## src/rtl/alu_arbiter_if.sv

```systemverilog
// Request/response and ALU-side signal bundle for alu_arbiter.
// The slave modport is the arbiter's view; the master modport is the view of the
// surrounding logic (requesters plus the registered ALU).
interface alu_arbiter_if #(
  parameter int N_REQ = 4
);
  logic [N_REQ-1:0]    req_valid;
  logic [N_REQ-1:0]    req_ready;
  logic [N_REQ*32-1:0] req_a;
  logic [N_REQ*32-1:0] req_b;
  logic [N_REQ*4-1:0]  req_op;
  logic [N_REQ-1:0]    resp_valid;
  logic [N_REQ-1:0]    resp_ready;
  logic [31:0]         resp_data;
  logic [31:0]         alu_a;
  logic [31:0]         alu_b;
  logic [3:0]          alu_op;
  logic                alu_en;
  logic [31:0]         alu_out;

  modport slave (
    input  req_valid, req_a, req_b, req_op, resp_ready, alu_out,
    output req_ready, resp_valid, resp_data, alu_a, alu_b, alu_op, alu_en
  );

  modport master (
    output req_valid, req_a, req_b, req_op, resp_ready, alu_out,
    input  req_ready, resp_valid, resp_data, alu_a, alu_b, alu_op, alu_en
  );
endinterface

```

## src/rtl/alu_arbiter.sv

```systemverilog
// Round-robin arbiter sharing one registered ALU (1-cycle latency) between
// N_REQ requesters. One operation in flight: accept -> issue -> capture -> respond.
// The captured result is held for the issuing requester until it is consumed.
module alu_arbiter #(
  parameter int N_REQ = 4
) (
  input  logic         clk,
  input  logic         rst,
  alu_arbiter_if.slave bus
);
  localparam int ID_W = $clog2(N_REQ);

  typedef enum logic [1:0] {IDLE, ISSUE, CAPTURE, RESP} state_t;

  state_t          state, state_nxt;
  logic [ID_W-1:0] rr_ptr;
  logic [ID_W-1:0] grant_id;
  logic [ID_W-1:0] winner;
  logic            any_req;
  logic [31:0]     win_a, win_b;
  logic [3:0]      win_op;
  logic [N_REQ-1:0] ready_vec;
  logic [N_REQ-1:0] resp_valid_q;
  logic [31:0]     resp_data_q;
  logic [31:0]     alu_a_q, alu_b_q;
  logic [3:0]      alu_op_q;

  // (base + step) modulo N_REQ, for step in 0..N_REQ-1; N_REQ need not be a power of two
  function automatic logic [ID_W-1:0] wrap_add(input logic [ID_W-1:0] base, input int step);
    int sum;
    sum = int'(base) + step;
    if (sum >= N_REQ) sum = sum - N_REQ;
    return ID_W'(sum);
  endfunction

  // Round-robin pick: scan from rr_ptr upward; scanning backwards lets the nearest hit win
  always_comb begin
    winner  = '0;
    any_req = 1'b0;
    for (int k = N_REQ - 1; k >= 0; k--) begin
      if (bus.req_valid[wrap_add(rr_ptr, k)]) begin
        winner  = wrap_add(rr_ptr, k);
        any_req = 1'b1;
      end
    end
  end

  // Select the winning requester's operands and op code
  always_comb begin
    win_a  = '0;
    win_b  = '0;
    win_op = '0;
    for (int k = 0; k < N_REQ; k++) begin
      if (winner == ID_W'(k)) begin
        win_a  = bus.req_a[32*k +: 32];
        win_b  = bus.req_b[32*k +: 32];
        win_op = bus.req_op[4*k +: 4];
      end
    end
  end

  // Next-state and request acceptance; only IDLE can accept
  always_comb begin
    state_nxt = state;
    ready_vec = '0;
    case (state)
      IDLE: begin
        if (any_req) begin
          ready_vec[winner] = 1'b1;
          state_nxt         = ISSUE;
        end
      end
      ISSUE:   state_nxt = CAPTURE;
      CAPTURE: state_nxt = RESP;
      RESP: begin
        if (bus.resp_ready[grant_id]) state_nxt = IDLE;
      end
      default: state_nxt = IDLE;
    endcase
  end

  // State register
  always_ff @(posedge clk or posedge rst) begin
    if (rst) state <= IDLE;
    else     state <= state_nxt;
  end

  // Operand latch on accept, result capture, response retirement and pointer advance
  always_ff @(posedge clk or posedge rst) begin
    if (rst) begin
      rr_ptr       <= '0;
      grant_id     <= '0;
      alu_a_q      <= '0;
      alu_b_q      <= '0;
      alu_op_q     <= '0;
      resp_data_q  <= '0;
      resp_valid_q <= '0;
    end else begin
      case (state)
        IDLE: begin
          if (any_req) begin
            alu_a_q  <= win_a;
            alu_b_q  <= win_b;
            alu_op_q <= win_op;
            grant_id <= winner;
          end
        end
        CAPTURE: begin
          resp_data_q  <= bus.alu_out;
          resp_valid_q <= N_REQ'(1) << grant_id;
        end
        RESP: begin
          if (bus.resp_ready[grant_id]) begin
            resp_valid_q <= '0;
            rr_ptr       <= wrap_add(grant_id, 1);
          end
        end
        default: ;
      endcase
    end
  end

  assign bus.req_ready  = ready_vec;
  assign bus.resp_valid = resp_valid_q;
  assign bus.resp_data  = resp_data_q;
  assign bus.alu_a      = alu_a_q;
  assign bus.alu_b      = alu_b_q;
  assign bus.alu_op     = alu_op_q;
  assign bus.alu_en     = (state == ISSUE);
endmodule
```

## src/flat_wrapper.sv

```systemverilog
// flat-port wrapper written by rule: the top's interface ports become plain ports
module alu_arbiter_flat 
#(
  parameter int N_REQ = 4
)
  (clk, rst, bus_req_valid, bus_req_a, bus_req_b, bus_req_op, bus_resp_ready, bus_alu_out, bus_req_ready, bus_resp_valid, bus_resp_data, bus_alu_a, bus_alu_b, bus_alu_op, bus_alu_en);
  alu_arbiter_if #(.N_REQ(N_REQ)) bus_i ();
  input  logic clk;
  input  logic rst;
  input wire logic [$bits(bus_i.req_valid)-1:0] bus_req_valid;
  input wire logic [$bits(bus_i.req_a)-1:0] bus_req_a;
  input wire logic [$bits(bus_i.req_b)-1:0] bus_req_b;
  input wire logic [$bits(bus_i.req_op)-1:0] bus_req_op;
  input wire logic [$bits(bus_i.resp_ready)-1:0] bus_resp_ready;
  input wire logic [$bits(bus_i.alu_out)-1:0] bus_alu_out;
  output wire logic [$bits(bus_i.req_ready)-1:0] bus_req_ready;
  output wire logic [$bits(bus_i.resp_valid)-1:0] bus_resp_valid;
  output wire logic [$bits(bus_i.resp_data)-1:0] bus_resp_data;
  output wire logic [$bits(bus_i.alu_a)-1:0] bus_alu_a;
  output wire logic [$bits(bus_i.alu_b)-1:0] bus_alu_b;
  output wire logic [$bits(bus_i.alu_op)-1:0] bus_alu_op;
  output wire logic [$bits(bus_i.alu_en)-1:0] bus_alu_en;
  assign bus_i.req_valid = bus_req_valid;
  assign bus_i.req_a = bus_req_a;
  assign bus_i.req_b = bus_req_b;
  assign bus_i.req_op = bus_req_op;
  assign bus_i.resp_ready = bus_resp_ready;
  assign bus_i.alu_out = bus_alu_out;
  assign bus_req_ready = bus_i.req_ready;
  assign bus_resp_valid = bus_i.resp_valid;
  assign bus_resp_data = bus_i.resp_data;
  assign bus_alu_a = bus_i.alu_a;
  assign bus_alu_b = bus_i.alu_b;
  assign bus_alu_op = bus_i.alu_op;
  assign bus_alu_en = bus_i.alu_en;
  alu_arbiter #(.N_REQ(N_REQ)) u_core (.clk(clk), .rst(rst), .bus(bus_i));
endmodule
```

## config.mk

```make
export PLATFORM = sky130hd
export DESIGN_NAME = alu_arbiter_flat
export DESIGN_NICKNAME = d
export VERILOG_FILES = /design/src/rtl/alu_arbiter_if.sv /design/src/rtl/alu_arbiter.sv /design/src/flat_wrapper.sv
export SDC_FILE = /design/constraint.sdc
export NUM_CORES = 1
export LEC_CHECK = 0
export CAP_MARGIN = 20
export CORE_AREA = 4 4 162 164
export DETAILED_ROUTE_END_ITERATION = 10
export DIE_AREA = 0 0 166 168
export GPL_TIMING_DRIVEN = 0
export PLACE_DENSITY_LB_ADDON = 0.05
export SLEW_MARGIN = 5
export SYNTH_ARGS = -nofsm -noshare
export SYNTH_HDL_FRONTEND = slang
export SYNTH_SLANG_ARGS = --single-unit
```

## constraint.sdc

```tcl
create_clock -name clk -period 5.9 [get_ports clk]
set_clock_uncertainty 0.05 [all_clocks]
set_input_delay 1.18 -clock clk [delete_from_list [all_inputs] [get_ports clk]]
set_output_delay 1.18 -clock clk [all_outputs]
set_load 0.01 [all_outputs]
```

# --- Word level (Yosys, flattened, before mapping) ---
# Index checks and enable logic that the tools add are counted.
totals:
  in_bits: 314
  romBits: 0
  ramBits: 0
  wordCells: 90
  latch_bits: 0
  out_inout_bits: 109
  register_bits: 110
  mem_count: 0
op_classes:
  div: 0
  reduce_logical: 8
  mux: 44
  multipliers: 0
  n_bitwise: 0
  add_sub_neg: 9
  shift: 1
  order_cmp: 12
  eq_ne: 8
op_table:
  columns: ["op", "count"]
  rows:
  - ["two-way mux 32 bit", 8]
  - ["two-way mux 4 bit", 7]
  - ["two-way mux 2 bit", 11]
  - ["less-than comparator 2 x 3 -> 1 bit, second input constant", 6]
  - ["greater-or-equal comparator 3 bit, second input constant", 4]
  - ["binary-select mux 1 bit (select 2 bit)", 5]
  - ["two-way mux 1 bit", 10]
  - ["subtractor 2 x 1 -> 2 bit, second input constant", 5]
  - ["== test 2 bit, second input constant", 4]
  - ["case mux 2 bit (4 select lines)", 1]
  - ["case mux 4 bit (2 select lines)", 1]
  - ["AND reduction 2 bit", 4]
  - ["adder 2 x 1 -> 3 bit, second input constant", 2]
  - ["adder 2 x 2 -> 3 bit, second input constant", 2]
  - ["== test 2 x 1 -> 1 bit, second input constant", 2]
  - ["zero test 2 bit", 2]
  - ["inequality test 2 x 1 -> 1 bit, second input constant", 2]
  - ["left shift 1 x 2 -> 4 bit, first input constant", 1]
  - ["greater-or-equal comparator 2 x 3 -> 1 bit, second input constant", 1]
  - ["demux 1 bit (select 2 bit)", 1]
  - ["greater-or-equal comparator 2 x 1 -> 1 bit, second input constant", 1]
  - ["nonzero test 2 bit", 1]
  - ["logical AND 1 bit", 1]

# --- Longest topological paths before layout ---
# Gate-level depths: netlist (run 1).
depth:
  ltp_word: 15
  mapped_depth: 8
  depth_no_buf: 6

# --- Worst setup path after synthesis (run 1) ---
# Ideal clock, no wire load.
synth_timing:
  path_type: "input port to output port"
  from: "input bus_req_valid[0]"
  to: "output bus_req_ready[0]"
  stages: 7
  path_buffers: 3
  path_slack_ns: 2.231
  required_time_ns: 4.670
  t_arrival_ns: 2.439
  cell_sequence: "nor2b_1 > a2111oi_4 > or2_1 > buf_4 > buf_12 > buf_2 > nor3_1"
synth_between:
  elab_chain_cells: 12
  elab_cells_between_ends: 23
  classes_between: "order compare: 2; mux: 20; reduce/logical: 1"
synth_rtl:
  columns: ["item", "line", "source"]
  rows:
  - ["from (decl)", "flat_wrapper.sv:10", "input wire logic [$bits(bus_i.req_valid)-1:0] bus_req_valid;"]
  - ["binary-select mux 1 bit (select 2 bit)", "alu_arbiter.sv:41", "if (bus.req_valid[wrap_add(rr_ptr, k)]) begin"]
  - ["two-way mux 1 bit (not written as such)", "alu_arbiter.sv:41", null]
  - ["two-way mux 2 bit (4 in series)", "alu_arbiter.sv:41", null]
  - ["less-than comparator 2 x 3 -> 1 bit (not written as such) or greater-or-equal comparator 2 x 1 -> 1 bit (tied branches)", "alu_arbiter.sv:69", "ready_vec[winner] = 1'b1;"]
  - ["logical AND 1 bit (not written as such)", "alu_arbiter.sv:69", null]
  - ["two-way mux 1 bit (not written as such)", "alu_arbiter.sv:69", null]
  - ["demux 1 bit (select 2 bit)", null, null]
  - ["two-way mux 4 bit (*)", "alu_arbiter.sv:68", "if (any_req) begin"]
  - ["two-way mux 4 bit (*)", "alu_arbiter.sv:66", "case (state)"]
  - ["to (decl)", "flat_wrapper.sv:16", "output wire logic [$bits(bus_i.req_ready)-1:0] bus_req_ready;"]
# Every way passes the cells marked *; elsewhere a longest branch is shown, timed or not. The select of a mux whose other input is x is not followed.

# --- Worst setup path after layout (run 1) ---
layout_timing:
  from: "input bus_req_valid[3]"
  to: "output bus_req_ready[0]"
# The elaborated chain is that of the path after synthesis.

==> results of run 1 <==
cell usage in the layout (no fill, tap or decap), drive strengths merged:
cell,instances
o21bai,1
dfrtp,110
or2,1
clkdlybuf4s50,422
nor3b,40
mux4,1
nor3,3
nor2,44
o21a,2
a2111oi,1
o21ai,6
mux2,33
nand2,33
nand2b,1
buf,21
a211oi,80
nor2b,4
mux2i,96
inv,11
o221ai,28
o32a,1
nor4,1
clkbuf,39
o211ai,1
a21oi,3
a22o,4
ha,8
a221oi,1
clkinv,4
registers in the layout (all words and copies together), names as in the netlist:
register	cells
u_core.bus.alu_a	32
u_core.bus.alu_b	32
u_core.bus.resp_data	32
u_core.bus.alu_op	4
u_core.bus.resp_valid	4
u_core.grant_id	2
u_core.rr_ptr	2
u_core.state	2
worst min-delay path, stage by stage, from the launching register on:
cell and delay [ps]:
dfrtp_1 350, nand2_1 50, o221ai_1 60
per-stage QoR:
step           setup slack, ps  TNS (ps)  area (um^2)
6_report                 695.7         0        11300
5_1_grt                  368.4         0        11300
4_1_cts                  555.4         0        11300
3_5_place_dp             566.1         0        10990
3_3_place_gp            -464.4    -49270        10960
2_1_floorplan             1768         0         6322
power by group through the flow:
stage	Combinational (mW)	Sequential [mW]	Clock, mW
2_1_floorplan	1.43	1.51	0
3_3_place_gp	3.03	1.36	0
3_5_place_dp	3.03	1.37	0
4_1_cts	3.03	1.36	0.684
5_1_grt	3.20	1.41	0.705
6_report	2.97	1.36	0.651
worst max-delay path by stage:
| stage | startpoint | to | cells after the start | slack [ps] |
|---|---|---|---|---|
| 6_report | bus_req_valid[3] | bus_req_ready[0] | 9 | 700 |
| 5_1_grt | bus_req_valid[3] | bus_req_ready[0] | 9 | 370 |
| 4_1_cts | bus_req_valid[3] | bus_req_ready[0] | 9 | 560 |
| 3_5_place_dp | bus_req_valid[3] | bus_req_ready[0] | 9 | 570 |
| 3_3_place_gp | rst | u_core.bus.alu_a[8]$_DFFE_PP0P_ | 2 | -460 |
| 2_1_floorplan | rst | u_core.bus.alu_a[0]$_DFFE_PP0P_ | 1 | 1770 |
kinds of logic after synthesis:
family	after synthesis	share of synthesized area (%)
adders and majority gates	8	1.583
DFF	110	43.54
buffers and inverters	58	5.601
muxes	130	21.43
AOI/OAI and AO/OA	128	17.59
and+or+nand+nor	127	10.25
metal layers:
metal / routed length, um / up-vias / share of wire (%) / track usage [%]
met1: 11080 / 2865 / 41 / 22.71
met3: 2379 / 20 / 8.7 / 6.011
met2: 13410 / 261 / 49 / 32.51
li1: - / 2975 / - / -
met4: 423 / 0 / 1.5 / 4.878
met5: 0 / - / 0 / 0
area by class of cell:
class,count,area share [%]
inverters,8,0.3100
repair buffers,423,37.62
flip-flops and latches,110,24.36
clock inverters,7,0.7418
multi-input cells,393,28.45
clock buffers,9,1.993
plain buffers,50,2.868
well taps,330,3.654
==> results.cfg, run 1 <==
[pwr]
leakagePower_nw = 4.430
power_frac_comb_pct = 59.6
ir_drop_uv = 202.6
p_int_mw = 3.004
power.share.sequential_pct = 27.3
p_switching_mw = 1.968
power_mw = 4.972
p_per_area_nw_per_um2 = 440.0
clock_power_share_pct = 13.1
p_sw_share_pct = 39.59

[global_routing]
grt_antenna_before_repair = 0
grt_pass1_vias = 6577
grt_remaining_overflow = 0
grt.total_usage_pct = 18.79
grt_pass1_wl_um = 40660
grt_max_degree = 62

[sta]
rsz0062_at_grt = false
clock.fmax_ghz = 0.1921
drv_slew = 0
slew_headroom_pct = 40.31
finalCritPeriodShare_pct = 88.21
holdWs_ps = 444.5
finalHoldViolCount = 0
finalCriticalPeriod_ps = 5204
tightest_slew_ps = 895.3
finalSetupViolations = 0

[synthesis]
ys.flop_type = dfrtp_1
synth_common_cells = dfrtp_1, mux2i_1, a211oi_1
synthDistinctLibCells = 33
syn_avg_cell_area_um2 = 11.27
synth_top_area_share_pct = 43.54
ys_seq_elements = 110
ys_warn_count = 0
synth_edf_count = 0
yosysTopAreaCell = dfrtp_1
yosys-top-cells-area = dfrtp_1, mux2i_1, a211oi_1, mux2_2, nor3b_1
synth.most_common_cell = dfrtp_1
syn_nets = 883
synth-seq-area-share_pct = 43.54
syn_inst = 561
synth_area_um2 = 6322
synth-async-reset-ratio_pct = 100.0

[place]
portBuffers = 422
dpl.cell_count = 1314
gp_congestion = 0.7527
dpl.hpwl_um = 21810

[floorplanning]
rows = 58
die_area_um2 = 27890
ioPinCount = 423
core_area_um2 = 24890
die_x_um = 166
start_util_pct = 25.40
fp.dieH_um = 168

[worst_setup_path]
critPathBufInv = 6
critical_path_class = input port to output pin
r2r-start = u_core.rr_ptr[1]$_DFFE_PP0P_
critPathSlowestCell = a221oi_1
crit_family = buffers and inverters
cp_common_cell = clkdlybuf4s50_1
required_ps = 4670
ff2ff_path_depth = 8
r2r-end = u_core.bus.alu_b[12]$_DFFE_PP0P_
end_kind = output pin
worstSetupStartpointType = input port
cp_max_fo = 10
path_cells = clkdlybuf4s50_1 -> inv_1 -> a221oi_1 -> or2_1 -> buf_4 -> buf_12 -> buf_2 -> nor3_1 -> clkdlybuf4s50_1
crit_path_max_incr_delay_ps = 760
reg2reg_setup_slack_ps = 3330
worstPathArrival_ps = 3970

[clocking]
cts.reportedPaths.clkPinSlew_ps = 80
postCtsSetupRepairBufs = 0
cts_hold_buf = 0
clk_latency_ps = 360
h-tree-depth = 3
cts-root-buf = clkbuf_16
cts.sinks = 110
ctsResizeCount = 0
cts_made_buffers = 9
cts_max_path_buffers = 2
cts_tree = done

[run]
cap_viol_max_count = 0

[layout]
fin_util_pct = 45.40
syn_to_final_growth_pct = 78.74
regArea_um2 = 2753
nets = 1317
antennaDiodeCount = 0
fillers = 2407
drive_gt1_share_pct = 9.500
multi_input_area_um2 = 3216
final_cells = 1330

[hold_path]
hold_depth = 2
hold_start = u_core.bus.alu_b[9]$_DFFE_PP0P_
holdPathEnd = u_core.bus.alu_b[9]$_DFFE_PP0P_
hold_class = register to register

[routing]
drtIter0Drc = 291
antenna_left = 0
num_vias = 6121
via_per_inst = 4.602
drc = 0
drtPass1Iterations = 5
wl_per_cell_um = 20.52
wl_um = 27300

[outcome]
status = finished clean
(Power assumes the default switching activity.)
==> inputs of run 2 (changes only) <==
- ABC_CLOCK_PERIOD_IN_PS: not set -> 5900
==> results of run 2 <==
The final DEF is identical to that of run 1; final timing and power are the same.
==> inputs of run 3 (changes only) <==
- ABC_CLOCK_PERIOD_IN_PS: 5900 -> 6500
- RECOVER_POWER: not set -> 100
- clock period: 5.9 -> 6.5 ns (I/O delays scaled with it)
==> run 3 against run 2 <==
The run now ends with max-capacitance violations, max-slew violations left. Power shrank 13%. Sequential share of layout area is 0.28 points higher. First-iteration DRC count up 18%. Critical path depth decreased by 2. Global-route usage is the same. Hold slack worse by 6.3 ps. Critical path type unchanged. Largest cell class unchanged. Highest routed layer unchanged.
==> results.cfg, run 3 (synthesis gave the netlist of run 1 again) <==
[sta]
finalHoldViolCount = 0
finalCritPeriodShare_pct = 87.76
tightest_slew_ps = 2375
clock.fmax_ghz = 0.1753
finalSetupViolations = 0
finalCriticalPeriod_ps = 5704
drv_slew = 113
holdWs_ps = 438.2
rsz0062_at_grt = false
slew_headroom_pct = -59.21
setup_tns_ps = 0

[layout]
nets = 1317
drive_gt1_share_pct = 8.000
antennaDiodeCount = 0
final_common_cell = clkdlybuf4s50_1
final_cells = 1330
layout_common_cells = clkdlybuf4s50_1, dlygate4sd3_1, dfrtp_1
syn_to_final_growth_pct = 76.71
fin_util_pct = 44.88
final_cell_area_um2 = 11170

[global_routing]
grt.total_usage_pct = 18.79
grt_remaining_overflow = 0
grt_max_degree = 62
grt_pass1_vias = 6577
grt_antenna_before_repair = 0
grt_pass1_wl_um = 40660

[routing]
wl_per_cell_um = 20.53
via_per_inst = 4.620
antenna_left = 0
drtIter0Drc = 343
drtPass1Iterations = 5
wl_um = 27310
num_vias = 6145
drc = 0

[pwr]
leakagePower_nw = 4.403
ir_drop_uv = 172.3
p_per_area_nw_per_um2 = 386.1

[place]
dpl.cell_count = 1314
place_area_um2 = 10990
gp_congestion = 0.7527
portBuffers = 422
dpl.hpwl_um = 21810

[worst_setup_path]
critPathSlowestCell = a221oi_1
crit_cells = 7
crit_family = buffers and inverters
critical_path_class = input port to output pin
r2r-end = u_core.bus.alu_b[12]$_DFFE_PP0P_
crit_path_max_incr_delay_ps = 770
worstPathArrival_ps = 4350
critPathBufInv = 4
cp_max_fo = 10
worstSetupStartpointType = input port
end_kind = output pin
required_ps = 5150
path_cells = dlygate4sd3_1 -> inv_1 -> a221oi_1 -> clkbuf_1 -> nor2_1 -> nor3_1 -> dlygate4sd3_1
cp_common_cell = dlygate4sd3_1
r2r-start = u_core.rr_ptr[1]$_DFFE_PP0P_
ff2ff_path_depth = 8
reg2reg_setup_slack_ps = 2800

[clocking]
cts_max_path_buffers = 2
cts-root-buf = clkbuf_16
ctsResizeCount = 0
cts.sinks = 110
cts.reportedPaths.clkPinSlew_ps = 80
cts_tree = done
cts_made_buffers = 9
h-tree-depth = 3
cts_hold_buf = 0
postCtsSetupRepairBufs = 0
clk_latency_ps = 360

[floorplanning]
rows = 58
start_util_pct = 25.40
die_x_um = 166
fp.dieH_um = 168
die_area_um2 = 27890
ioPinCount = 423
core_area_um2 = 24890

[hold_path]
hold_start = u_core.bus.alu_b[3]$_DFFE_PP0P_
holdPathEnd = u_core.bus.alu_b[3]$_DFFE_PP0P_
hold_class = register to register
hold_depth = 2

[outcome]
violations = max-capacitance violations, max-slew violations
status = finished, violations left

[run]
cap_viol_max_count = 2
-- run 3: changes by cell type in the layout (fill, tap and decap cells not counted), moves of 2 or more --
cell and delta:
clkdlybuf4s50_1 -115, buf_2 -2, a211oi_1 +3, buf_12 -2, clkbuf_1 +12, a211oi_2 -3
buf_4 -3, buf_6 -4, dlygate4sd3_1 +115
-- run 3: cell type report --
cell class              instances  area [um^2]
inverters                       8        31.28
multi-input cells             393         3201
clock inverters                 7        83.83
flip-flops and latches        110         2753
clock buffers                   9        225.2
fillers                      2425        13720
repair buffers                423         4229
well taps                     330        412.9
plain buffers                  50        236.5
-- run 3: how the worst max path moves through the flow --
stage | endpoint | from | slack, ps
after global placement | u_core.bus.alu_a[8]$_DFFE_PP0P_ | rst | 20
after floorplan | u_core.bus.alu_a[0]$_DFFE_PP0P_ | rst | 2250
final | bus_req_ready[1] | bus_req_valid[3] | 800
after detailed placement | bus_req_ready[0] | bus_req_valid[3] | 930
after global routing | bus_req_ready[1] | bus_req_valid[3] | 460
after CTS | bus_req_ready[0] | bus_req_valid[3] | 920
-- run 3: routing by layer --
layer,GRT usage (%),vias up,part of all wire (%)
met4,4.878,0,1.5
met5,0,-,0
li1,-,2984,-
met3,6.011,20,8.9
met2,32.51,265,49
met1,22.71,2876,40
-- run 3: power by group --
group | internal, mW | switching, mW | total, mW
registers | 1.03 | 0.180 | 1.21
clock network | 0.278 | 0.314 | 0.592
logic | 1.24 | 1.27 | 2.51
total | 2.55 | 1.76 | 4.31
-- run 3: worst register-to-register path: cells and delay by family (launching register included) --
kind	cells	cell delay, ps
AO/OA/AOI/OAI	3	980
buffers and inverters	3	1540
AND/OR/NAND/NOR	1	190
flip-flops	1	460
multiplexers	1	330
-- run 3: through the flow --
stage               setup WS (ps)  total power, mW
floorplan                    2248            2.667
global placement            15.64            3.978
detailed placement          926.1            3.988
CTS                         915.4            4.609
global route                455.9            4.626
finish                      795.5            4.313
